`config.mk`:
```
export PLATFORM = sky130hd
export DESIGN_NAME = mix_columns_seq
export DESIGN_NICKNAME = d
export VERILOG_FILES = /design/src/rtl/mix_columns_seq.sv
export SDC_FILE = /design/constraint.sdc
export NUM_CORES = 1
export LEC_CHECK = 0
export ABC_AREA = 0
export CORE_ASPECT_RATIO = 0.9
export CORE_MARGIN = 5
export CORE_UTILIZATION = 35
export CTS_CLUSTER_SIZE = 28
export DETAILED_ROUTE_END_ITERATION = 10
export PLACE_DENSITY = 0.56
export SLEW_MARGIN = 20
export SYNTH_ARGS = -nofsm -noshare
export SYNTH_HDL_FRONTEND = slang
export SYNTH_SLANG_ARGS = --single-unit
```
`constraint.sdc`:
```
create_clock -name clk -period 2.15 [get_ports clk]
set_input_delay 0.5375 -clock clk [delete_from_list [all_inputs] [get_ports clk]]
set_output_delay 0.5375 -clock clk [all_outputs]
set_load 0.01 [all_outputs]
```
`src/rtl/mix_columns_seq.sv`:
```
// Sequential AES MixColumns / InvMixColumns, COLS_PER_CYCLE columns per clock.
// Ports: clk, rst (sync, active high), in_valid/in_ready/in_data/in_inv,
//   out_valid/out_ready/out_data, busy. Macro MIX_COLUMNS_INV_EN adds inverse.
module mix_columns_seq #(
  parameter int COLS_PER_CYCLE = 1
) (
  input  logic         clk,
  input  logic         rst,
  input  logic         in_valid,
  output logic         in_ready,
  input  logic [127:0] in_data,
  input  logic         in_inv,
  output logic         out_valid,
  input  logic         out_ready,
  output logic [127:0] out_data,
  output logic         busy
);

  if (!(COLS_PER_CYCLE == 1 || COLS_PER_CYCLE == 2 ||
        COLS_PER_CYCLE == 4)) begin : g_bad_cols
    $error("COLS_PER_CYCLE must be 1, 2 or 4");
  end

  typedef enum logic [1:0] {
    IDLE = 2'd0,
    BUSY = 2'd1,
    DONE = 2'd2
  } state_t;

  state_t       state;
  logic [1:0]   cnt;
  logic [127:0] work;
  logic [127:0] nxt;
  logic         mode;
  logic         last;

  function automatic logic [7:0] xt(input logic [7:0] b);
    return {b[6:0], 1'b0} ^ (b[7] ? 8'h1b : 8'h00);
  endfunction

  function automatic logic [7:0] gm(
    input logic [7:0] b,
    input logic [3:0] c
  );
    logic [7:0] b2, b4, b8;
    b2 = xt(b);
    b4 = xt(b2);
    b8 = xt(b4);
    return ({8{c[0]}} & b) ^ ({8{c[1]}} & b2) ^
           ({8{c[2]}} & b4) ^ ({8{c[3]}} & b8);
  endfunction

  // Circulant column multiply; row r uses the coefficients rotated by r.
  function automatic logic [31:0] col(
    input logic [31:0] w,
    input logic [3:0]  c0,
    input logic [3:0]  c1,
    input logic [3:0]  c2,
    input logic [3:0]  c3
  );
    logic [7:0] a, b, c, d;
    a = w[31:24];
    b = w[23:16];
    c = w[15:8];
    d = w[7:0];
    return {gm(a, c0) ^ gm(b, c1) ^ gm(c, c2) ^ gm(d, c3),
            gm(a, c3) ^ gm(b, c0) ^ gm(c, c1) ^ gm(d, c2),
            gm(a, c2) ^ gm(b, c3) ^ gm(c, c0) ^ gm(d, c1),
            gm(a, c1) ^ gm(b, c2) ^ gm(c, c3) ^ gm(d, c0)};
  endfunction

  function automatic logic [31:0] col_xf(
    input logic [31:0] w,
    input logic        inv
  );
`ifdef MIX_COLUMNS_INV_EN
    if (inv)
      return col(w, 4'he, 4'hb, 4'hd, 4'h9);
    return col(w, 4'h2, 4'h3, 4'h1, 4'h1);
`else
    logic unused_inv;
    unused_inv = inv;
    return col(w, 4'h2, 4'h3, 4'h1, 4'h1);
`endif
  endfunction

  assign last = (int'(cnt) + COLS_PER_CYCLE) >= 4;

  always_comb begin
    nxt = work;
    for (int c = 0; c < 4; c++) begin
      if (c >= int'(cnt) &&
          c < int'(cnt) + COLS_PER_CYCLE)
        nxt[127-32*c -: 32] =
          col_xf(work[127-32*c -: 32], mode);
    end
  end

  always_ff @(posedge clk) begin
    if (rst) begin
      state    <= IDLE;
      cnt      <= 2'd0;
      work     <= '0;
      mode     <= 1'b0;
      out_data <= '0;
    end else begin
      unique case (state)
        IDLE: begin
          if (in_valid) begin
            work  <= in_data;
`ifdef MIX_COLUMNS_INV_EN
            mode  <= in_inv;
`else
            mode  <= 1'b0;
`endif
            cnt   <= 2'd0;
            state <= BUSY;
          end
        end
        BUSY: begin
          work <= nxt;
          if (last) begin
            out_data <= nxt;
            state    <= DONE;
          end else begin
            cnt <= cnt + 2'(COLS_PER_CYCLE);
          end
        end
        DONE: begin
          if (out_ready)
            state <= IDLE;
        end
        default: state <= IDLE;
      endcase
    end
  end

`ifndef MIX_COLUMNS_INV_EN
  logic unused_in_inv;
  assign unused_in_inv = in_inv;
`endif

  assign in_ready  = (state == IDLE);
  assign out_valid = (state == DONE);
  assign busy      = (state != IDLE);

endmodule

```
==> flow_results.org, run 1 <==
** Run status
- Run status :: finished clean

** Placement
- Final HPWL DP :: 41300 microns
- Port buffering added 262 buffers.
- DP Area :: 20540 sq um
- Routability-driven placement finished with a final weighted congestion of 0.8494.
- Once placement completed, the tool counted placed cells totaling 2638.

** Timing
- For the pin with the worst max-slew slack, the measured transition is 0.7619 ns.
- Adding up every negative setup slack in the final design gives 0 ns.
- Final count of hold timing violations :: 0
- The worst pin sits at a relative slew slack of 49.21%.
- Count of pins over their slew limit :: 0
- Fin Clk Skew :: 0.01928 ns
- Maximum achievable frequency :: 479.4 MHz
- Count of endpoints failing setup in the final report :: 0
- Setup repair after global routing left no endpoint under its margin.
- Share of the clock period used by the worst path :: 97.01%
- Minimum period implied by the final worst setup slack :: 2.086 ns

** Synth
- Yosys attributes the largest share of cell area to dfxtp_1, xnor3_1, nor2_1.
- Yosys printed 0 warnings.
- Async set-or-reset flop fraction in the synthesized netlist :: 0%
- Cell taking the most area after synthesis :: dfxtp_1
- After technology mapping, the gate count stands at 1892.
- Summing every instance area after synthesis gives 17530 sq um.
- Count of flip-flops with a built-in enable after synthesis :: 0
- The netlist uses 46 different library cells.
- Top cell type's share of synthesized area :: 29.69%
- The number of nets in the synthesized netlist is 2030.
- Primary flip-flop cell chosen by synthesis mapping :: dfxtp_1
- Share of the yosys chip area belonging to registers :: 29.69%
- Avg Inst Size Synth :: 9.265 sq um
- Post-synthesis sequential element count :: 260

** Floorplan
- Number of top-level design ports :: 264
- Die ar. :: 54670 sq um
- Effective utilization at floorplan :: 35.54%
- Die outline width :: 245.9 microns
- Core box area :: 49330 sq um
- The initialized floorplan defines 77 standard-cell rows.
- The die is 222.3 microns tall.

** Routing
- Number of vias after detailed routing :: 15070
- Vias/cell :: 5.582
- Initial detailed-routing violation count :: 1201
- Wires add up to 58960 microns.
- For this run, the detailed router's first-pass iteration total came to 7.
- In the final routed layout, each cell accounts on average for 21.84 microns.
- For this run, design rule violations remaining after detail routing come to 0.
- Once detail routing completed, the nets flagged for antenna violations numbered 0.

** Hold path
- For hold timing, the worst endpoint is work[37]$_SDFFE_PP0P_.
- Hold path startpoint :: rst
- The min-delay analysis places its worst path in the category input pin to flip-flop.
- Hold path cells :: 4

** Power and ir drop
- Largest voltage drop on the vdd net :: 0.0005537 V
- Total power for the finished layout comes to 0.01763 W.
- Power Density :: 816.8 nW/um^2
- In this run the static leakage power is 8.544 nW.

** Setup path
- The critical path in this run is classified as flip-flop to output pin.
- Ordered cell list for the critical path :: clkdlybuf4s50_1
- STA classifies the critical path startpoint as a flip-flop.
- Required time of the worst setup path :: 1.61 ns
- Number of cells traversed by the worst register-to-register path :: 7
- Together, buffers and inverters on the worst path number 1.
- Worst stage delay on the critical path :: 0.57 ns
- In this run the worst path has a maximum fanout of 2.
- Worst path arrival time :: 1.55 ns
- STA classifies the critical path endpoint as an output pin.
- Worst flop-to-flop path startpoint :: state[0]$_SDFFE_PP0P_
- Worst reg2reg path endpoint :: work[41]$_SDFFE_PP0P_
- Among cell families on the critical path, the largest total delay comes from buffers and inverters.
- The setup check on the worst reg-to-reg path leaves a slack of 0.21 ns.
- Slowest cell on the critical path :: clkdlybuf4s50_1

** Global route
- Initial antenna violation count :: 1
- The number of global-route vias before repair came to 14780.
- Remaining global-route overflow :: 0
- Entering global routing, the biggest net connects 58 pins.
- In the global route stage, overall resource usage came out at 20.70%.
- First-pass GRT wire length :: 91360 microns

** Clock tree
- In this run the number of H-tree levels came out at 1.
- Worst-Skew Late Latency :: 0.59 ns
- Clock sink count :: 260
- Inserted Clock Buffers :: 31
- Clock tree synthesis selected as its root buffer the cell clkbuf_16.
- Clock tree from TritonCTS :: done
- Number of hold buffers added after CTS :: 0
- Clock slew seen by the registers of the worst setup and hold paths :: 0.07 ns
- Worst-case clock buffer depth :: 3

** Finish
- The library cells used most frequently in the layout, excluding fill and tap cells, are dfxtp_1, clkdlybuf4s50_1, nor2_1, nand2_1, xnor3_1.
- The layout has 4820 filler cells.
- Cell Count, Final, Fillers Out :: 2699
- Most frequent standard cell in the layout excluding fill and tap cells :: dfxtp_1
- 0 antenna diodes ended up in the layout.
- In the final layout, the share of cells above drive strength 1 is 9.517%.
- Fin area :: 21590 sq um
- The final layout contains 2144 nets.
- Signed area change from the synthesized netlist to the final layout :: 23.14%

** Run
- The tool flagged a number of max-cap violations equal to 0.
[cells by family after synthesis]
group | Yosys count | synth area share, %
AO/OA/AOI/OAI | 593 | 23.33
AND/OR/NAND/NOR | 438 | 9.800
XOR/XNOR | 293 | 27.69
buffers and inverters | 269 | 7.038
flip-flops | 260 | 29.69
multiplexers | 34 | 2.099
adder cells (fa/ha/maj) | 5 | 0.3569
[tightest hold or removal path, delay by kind of cell]
kind,cells,cell delay (ns)
buf+inv,2,0.23
compound gates,2,0.15
[cell type report]
class	count	area, sq um	share of cell area, %
clock buffers	41	873.3	4.046
flip-flops and latches	260	5213	24.15
repair buffers	340	3390	15.70
clock inverters	14	115.1	0.5333
well taps	671	839.6	3.889
multi-input cells	1363	11120	51.50
inverters	10	40.04	0.1855
[metal layers]
metal  part of all wire, %  vias up  track usage (%)  wire length, microns
li1                      -     7086                -                     -
met1                    48     7393            30.83                 28040
met2                    45      527            32.26                 26320
met3                   6.3       59            3.449                  3696
met4                   1.5        2            3.239                   886
met5                 0.022        -                0                    13
[synthesized netlist by cell type (5+ instances only)]
cell and number:
xnor2_2 20, clkbuf_2 6, o221ai_1 82, inv_1 6, xnor2_1 75, buf_6 5, dfxtp_1 260, a31oi_1 74
nor2_1 227, mux2i_1 12, nand2_1 177, o21ai_0 81, nand2b_1 11, xor3_1 26, ha_1 5, o22a_1 70
a22oi_1 35, xnor3_1 122, a211oi_1 9, a311oi_1 70, a21oi_1 119, o22ai_1 46, clkbuf_1 123, nor3_1 12
xor2_1 44, buf_2 89, mux2_2 22, buf_1 18, buf_4 18
[what timing repair did]
action	CTS	global route
endpoints found under the setup margin	6	23
endpoints found under the hold margin	0	0
setup buffers	4	2
gates resized for setup	11	2
[registers in the layout, indices dropped and copies added, names as in the netlist]
name and count:
out_data 128, work 128, cnt 2, state 2
[stage by stage]
step / util, % / hold slack [ns] / setup WS, ns
finish: 43.76 / 0.3828 / 0.06421
global route: 43.76 / 0.3950 / 0.005320
CTS: 43.72 / 0.3530 / 0.004521
detailed placement: 41.63 / 0.4946 / 0.2229
global placement: 41.63 / 0.4906 / 0.2699
floorplan: - / 0.4818 / 0.4749
[power breakdown]
group | switching (W) | internal (W) | leakage, nW
clock network | 0.00226 | 0.00296 | 0.485
logic | 0.00276 | 0.00380 | 5.93
registers | 0.000727 | 0.00513 | 2.13
total | 0.00574 | 0.0119 | 8.54
[worst max path at each step]
stage                                      end                       from  depth (start not counted)  slack, ns
floorplan            out_data[38]$_SDFFE_PP0P_        cnt[0]$_SDFFE_PP0P_                          6       0.47
global placement                     out_valid      state[1]$_SDFFE_PP0P_                          3       0.27
detailed placement  out_data[118]$_SDFFE_PP0P_        cnt[0]$_SDFFE_PP0P_                          6       0.22
CTS                               out_data[28]  out_data[28]$_SDFFE_PP0P_                          1      0.005
global route                       out_data[0]   out_data[0]$_SDFFE_PP0P_                          1      0.005
finish                             out_data[0]   out_data[0]$_SDFFE_PP0P_                          1       0.06
(Power assumes the default switching activity.)
==> run 2, diff against run 1 <==
CORE_MARGIN = 2   (was 5)
==> flow_results.org, run 2 (synthesis results as in run 1) <==
** Timing
- The max-slew violation total from the final report came to 0 (unchanged).
- Accumulated negative setup slack :: 0 ns (unchanged)
- The headroom to the max-slew limit is 56.54% (+7.3 points).
- Transition time of the tightest slew-check pin :: 0.6519 ns (-0.1100 ns)
- The maximum clock skew at final layout came to 0.01319 ns (-0.006088 ns).
- Count of endpoints failing setup in the final report :: 0 (unchanged)
- Maximum achievable frequency :: 480.2 MHz (+0.16%)
- The shortest period the worst path allows was 2.082 ns (-0.003339 ns).
- Setup repair after global routing left no endpoint under its margin.
- The final clock period utilization by the worst path was 96.86% (-0.16 points).
- Final count of hold timing violations :: 0 (unchanged)

** Power and ir drop
- The largest vdd supply drop came to 0.0005553 V (+0.29%).
- Leakage Power :: 8.505 nW (-0.46%)
- Power Density :: 813.4 nW/um^2 (-0.42%)

** Setup path
- Kind of end point of the critical path :: output pin
- The worst setup path is launched from a flip-flop.
- The endpoint identified for the worst register-to-register timing path is work[97]$_SDFFE_PP0P_.
- The startpoint identified for the worst register-to-register timing path is cnt[0]$_SDFFE_PP0P_.
- Number of cells traversed by the worst register-to-register path :: 6 (-1)
- Ordered cell list for the critical path :: clkdlybuf4s50_1
- Maximum fanout count along the critical path :: 2 (unchanged)
- Worst stage delay on the critical path :: 0.57 ns (about the same)
- The critical path buffer and inverter count is 1 (unchanged).
- Slowest cell on the critical path :: clkdlybuf4s50_1
- Grouping stages by cell kind, the critical path spends the most delay in buffers and inverters.
- Required time of the worst setup path :: 1.61 ns (about the same)
- Worst path arrival time :: 1.54 ns (about the same)
- Crit Path Class :: flip-flop to output pin
- Minimum setup slack among reg-to-reg paths :: 0.16 ns (-0.05 ns)

** Clock tree
- Post-CTS setup-driven buffer insertion count :: 0 (-4)
- The clock insertion delay at the later pin of the skew report came to 0.58 ns (about the same).
- The number of levels the H-tree was split into came to 1 (unchanged).
- Clock sink count :: 260 (unchanged)
- Worst-case clock buffer depth :: 3 (unchanged)
- The clock-pin transition on the worst setup and hold timing paths came to 0.06 ns (about the same).
- The TritonCTS buffer count is 30 (-3.2%).
- TritonCTS built the clock tree.
- Root buf cell :: clkbuf_16

** Floorplan
- The horizontal die dimension came to 239.9 microns (-2.4%).
- Effective utilization at floorplan :: 35.54% (unchanged)
- Die height :: 216.3 microns (-2.7%)
- Num rows :: 77 (unchanged)
- Die ar. :: 51890 sq um (-5.1%)
- Core box area :: 49330 sq um (unchanged)
- Number of top-level design ports :: 264 (unchanged)

** Global route
- The number of antenna violations at the first check in global routing is 3 (+2).
- Total global-route track usage :: 21.85% (+1.1 points)
- The global-route wire length before repair was 89420 microns (-2.1%).
- The maximum number of pins on one net before global-route repair is 96 (+66%).
- The remaining global-route overflow is 0 (unchanged).
- The number of global-route vias before repair came to 15010 (+1.6%).

** Routing
- Final routed wirelength across all metal layers :: 58090 microns (-1.5%)
- Number of vias after detailed routing :: 15110 (+0.26%)
- Antenna violation net count after detailed routing :: 0 (unchanged)
- The count of TritonRoute iterations in the first routing pass was 5 (-2).
- Initial detailed-routing violation count :: 1429 (+19%)
- DRC violations left :: 0 (unchanged)
- The via density per instance came to 5.620 (+0.67%).
- The average detailed-routed wire length per instance is 21.61 microns (-1.1%).

** Run status
- The flow ran to the end, and the final reports show no timing, DRC or antenna violations.

** Finish
- The ratio of cells with drive above 1 in the final layout came to 8.834% (-0.68 points).
- Signed area change from the synthesized netlist to the final layout :: 22.61%
- Leaving out fill and tap cells, the most frequent cells in the layout are dfxtp_1, clkdlybuf4s50_1, nor2_1, nand2_1, xnor3_1.
- The net count reported at finish was 2131 (-0.61%).
- Leaving out fill and tap cells, the most frequent cell in the layout is dfxtp_1.
- End-of-flow core utilization :: 43.57% (-0.19 points)
- The largest registers in the layout are out_data x128, work x128.

** Hold path
- The worst hold path terminates at work[39]$_SDFFE_PP0P_.
- Type of the worst min-delay path :: input pin to flip-flop
- In this run the most critical hold path is launched from rst.
- Hold path cells :: 4 (unchanged)

** Placement
- The number of input and output port buffers inserted came to 262 (unchanged).
- The weighted congestion reported at the end of routability-driven placement was 0.8706 (+2.5%).
- Final HPWL DP :: 40300 microns (-2.4%)

** Run
- The max capacitance violation total came to 0 (unchanged).
run 2: layout make-up:
class	count	area [sq um]
antenna	2	5.005
clock buffer	47	927.1
clock inverter	7	38.79
fill	4839	27840
inverter	10	43.79
multi-input combinational	1363	11110
sequential	260	5213
tap	671	839.6
timing repair buffer	328	3314
run 2: stage by stage:
stage	instance area, sq um	cells	hold WS, ns	power (W)	setup WS (ns)
global route	21490	2687	0.4144	0.01833	0.02206
CTS	21480	2686	0.3840	0.01758	0.01019
detailed placement	20500	2632	0.4916	0.01249	0.1609
global placement	20500	2632	0.4902	0.01241	0.1532
floorplan	17530	1892	0.4818	0.01098	0.4749
finish	21490	2688	0.4190	0.01748	0.06755
run 2: metal layers:
| metal | vias to the layer above | GRT usage, % | share of wire [%] |
|---|---|---|---|
| met5 | - | 0 | 0.019 |
| met4 | 2 | 5.238 | 2.1 |
| met3 | 88 | 4.140 | 6.8 |
| met2 | 537 | 33.92 | 45 |
| met1 | 7427 | 31.28 | 46 |
| li1 | 7052 | - | - |
run 2: where the power goes:
part	leakage (nW)	total, W	switching [W]	internal, W
Combinational	5.89	0.00655	0.00276	0.00379
Clock	0.482	0.00506	0.00213	0.00293
Sequential	2.13	0.00588	0.000748	0.00513
run 2: worst max path at each step:
| stage | end | slack [ns] | cells after the start | startpoint |
|---|---|---|---|---|
| 2_1_floorplan | out_data[38]$_SDFFE_PP0P_ | 0.47 | 6 | cnt[0]$_SDFFE_PP0P_ |
| 4_1_cts | out_data[59] | 0.01 | 1 | out_data[59]$_SDFFE_PP0P_ |
| 3_5_place_dp | work[97]$_SDFFE_PP0P_ | 0.16 | 7 | cnt[0]$_SDFFE_PP0P_ |
| 3_3_place_gp | work[97]$_SDFFE_PP0P_ | 0.15 | 7 | cnt[0]$_SDFFE_PP0P_ |
| 5_1_grt | out_data[104] | 0.02 | 1 | out_data[104]$_SDFFE_PP0P_ |
| 6_report | out_data[0] | 0.07 | 1 | out_data[0]$_SDFFE_PP0P_ |
run 2: timing repair:
action                                  CTS  global route
hold buffers                              0             0
gates resized for setup                  10             4
endpoints found under the setup margin    5             4
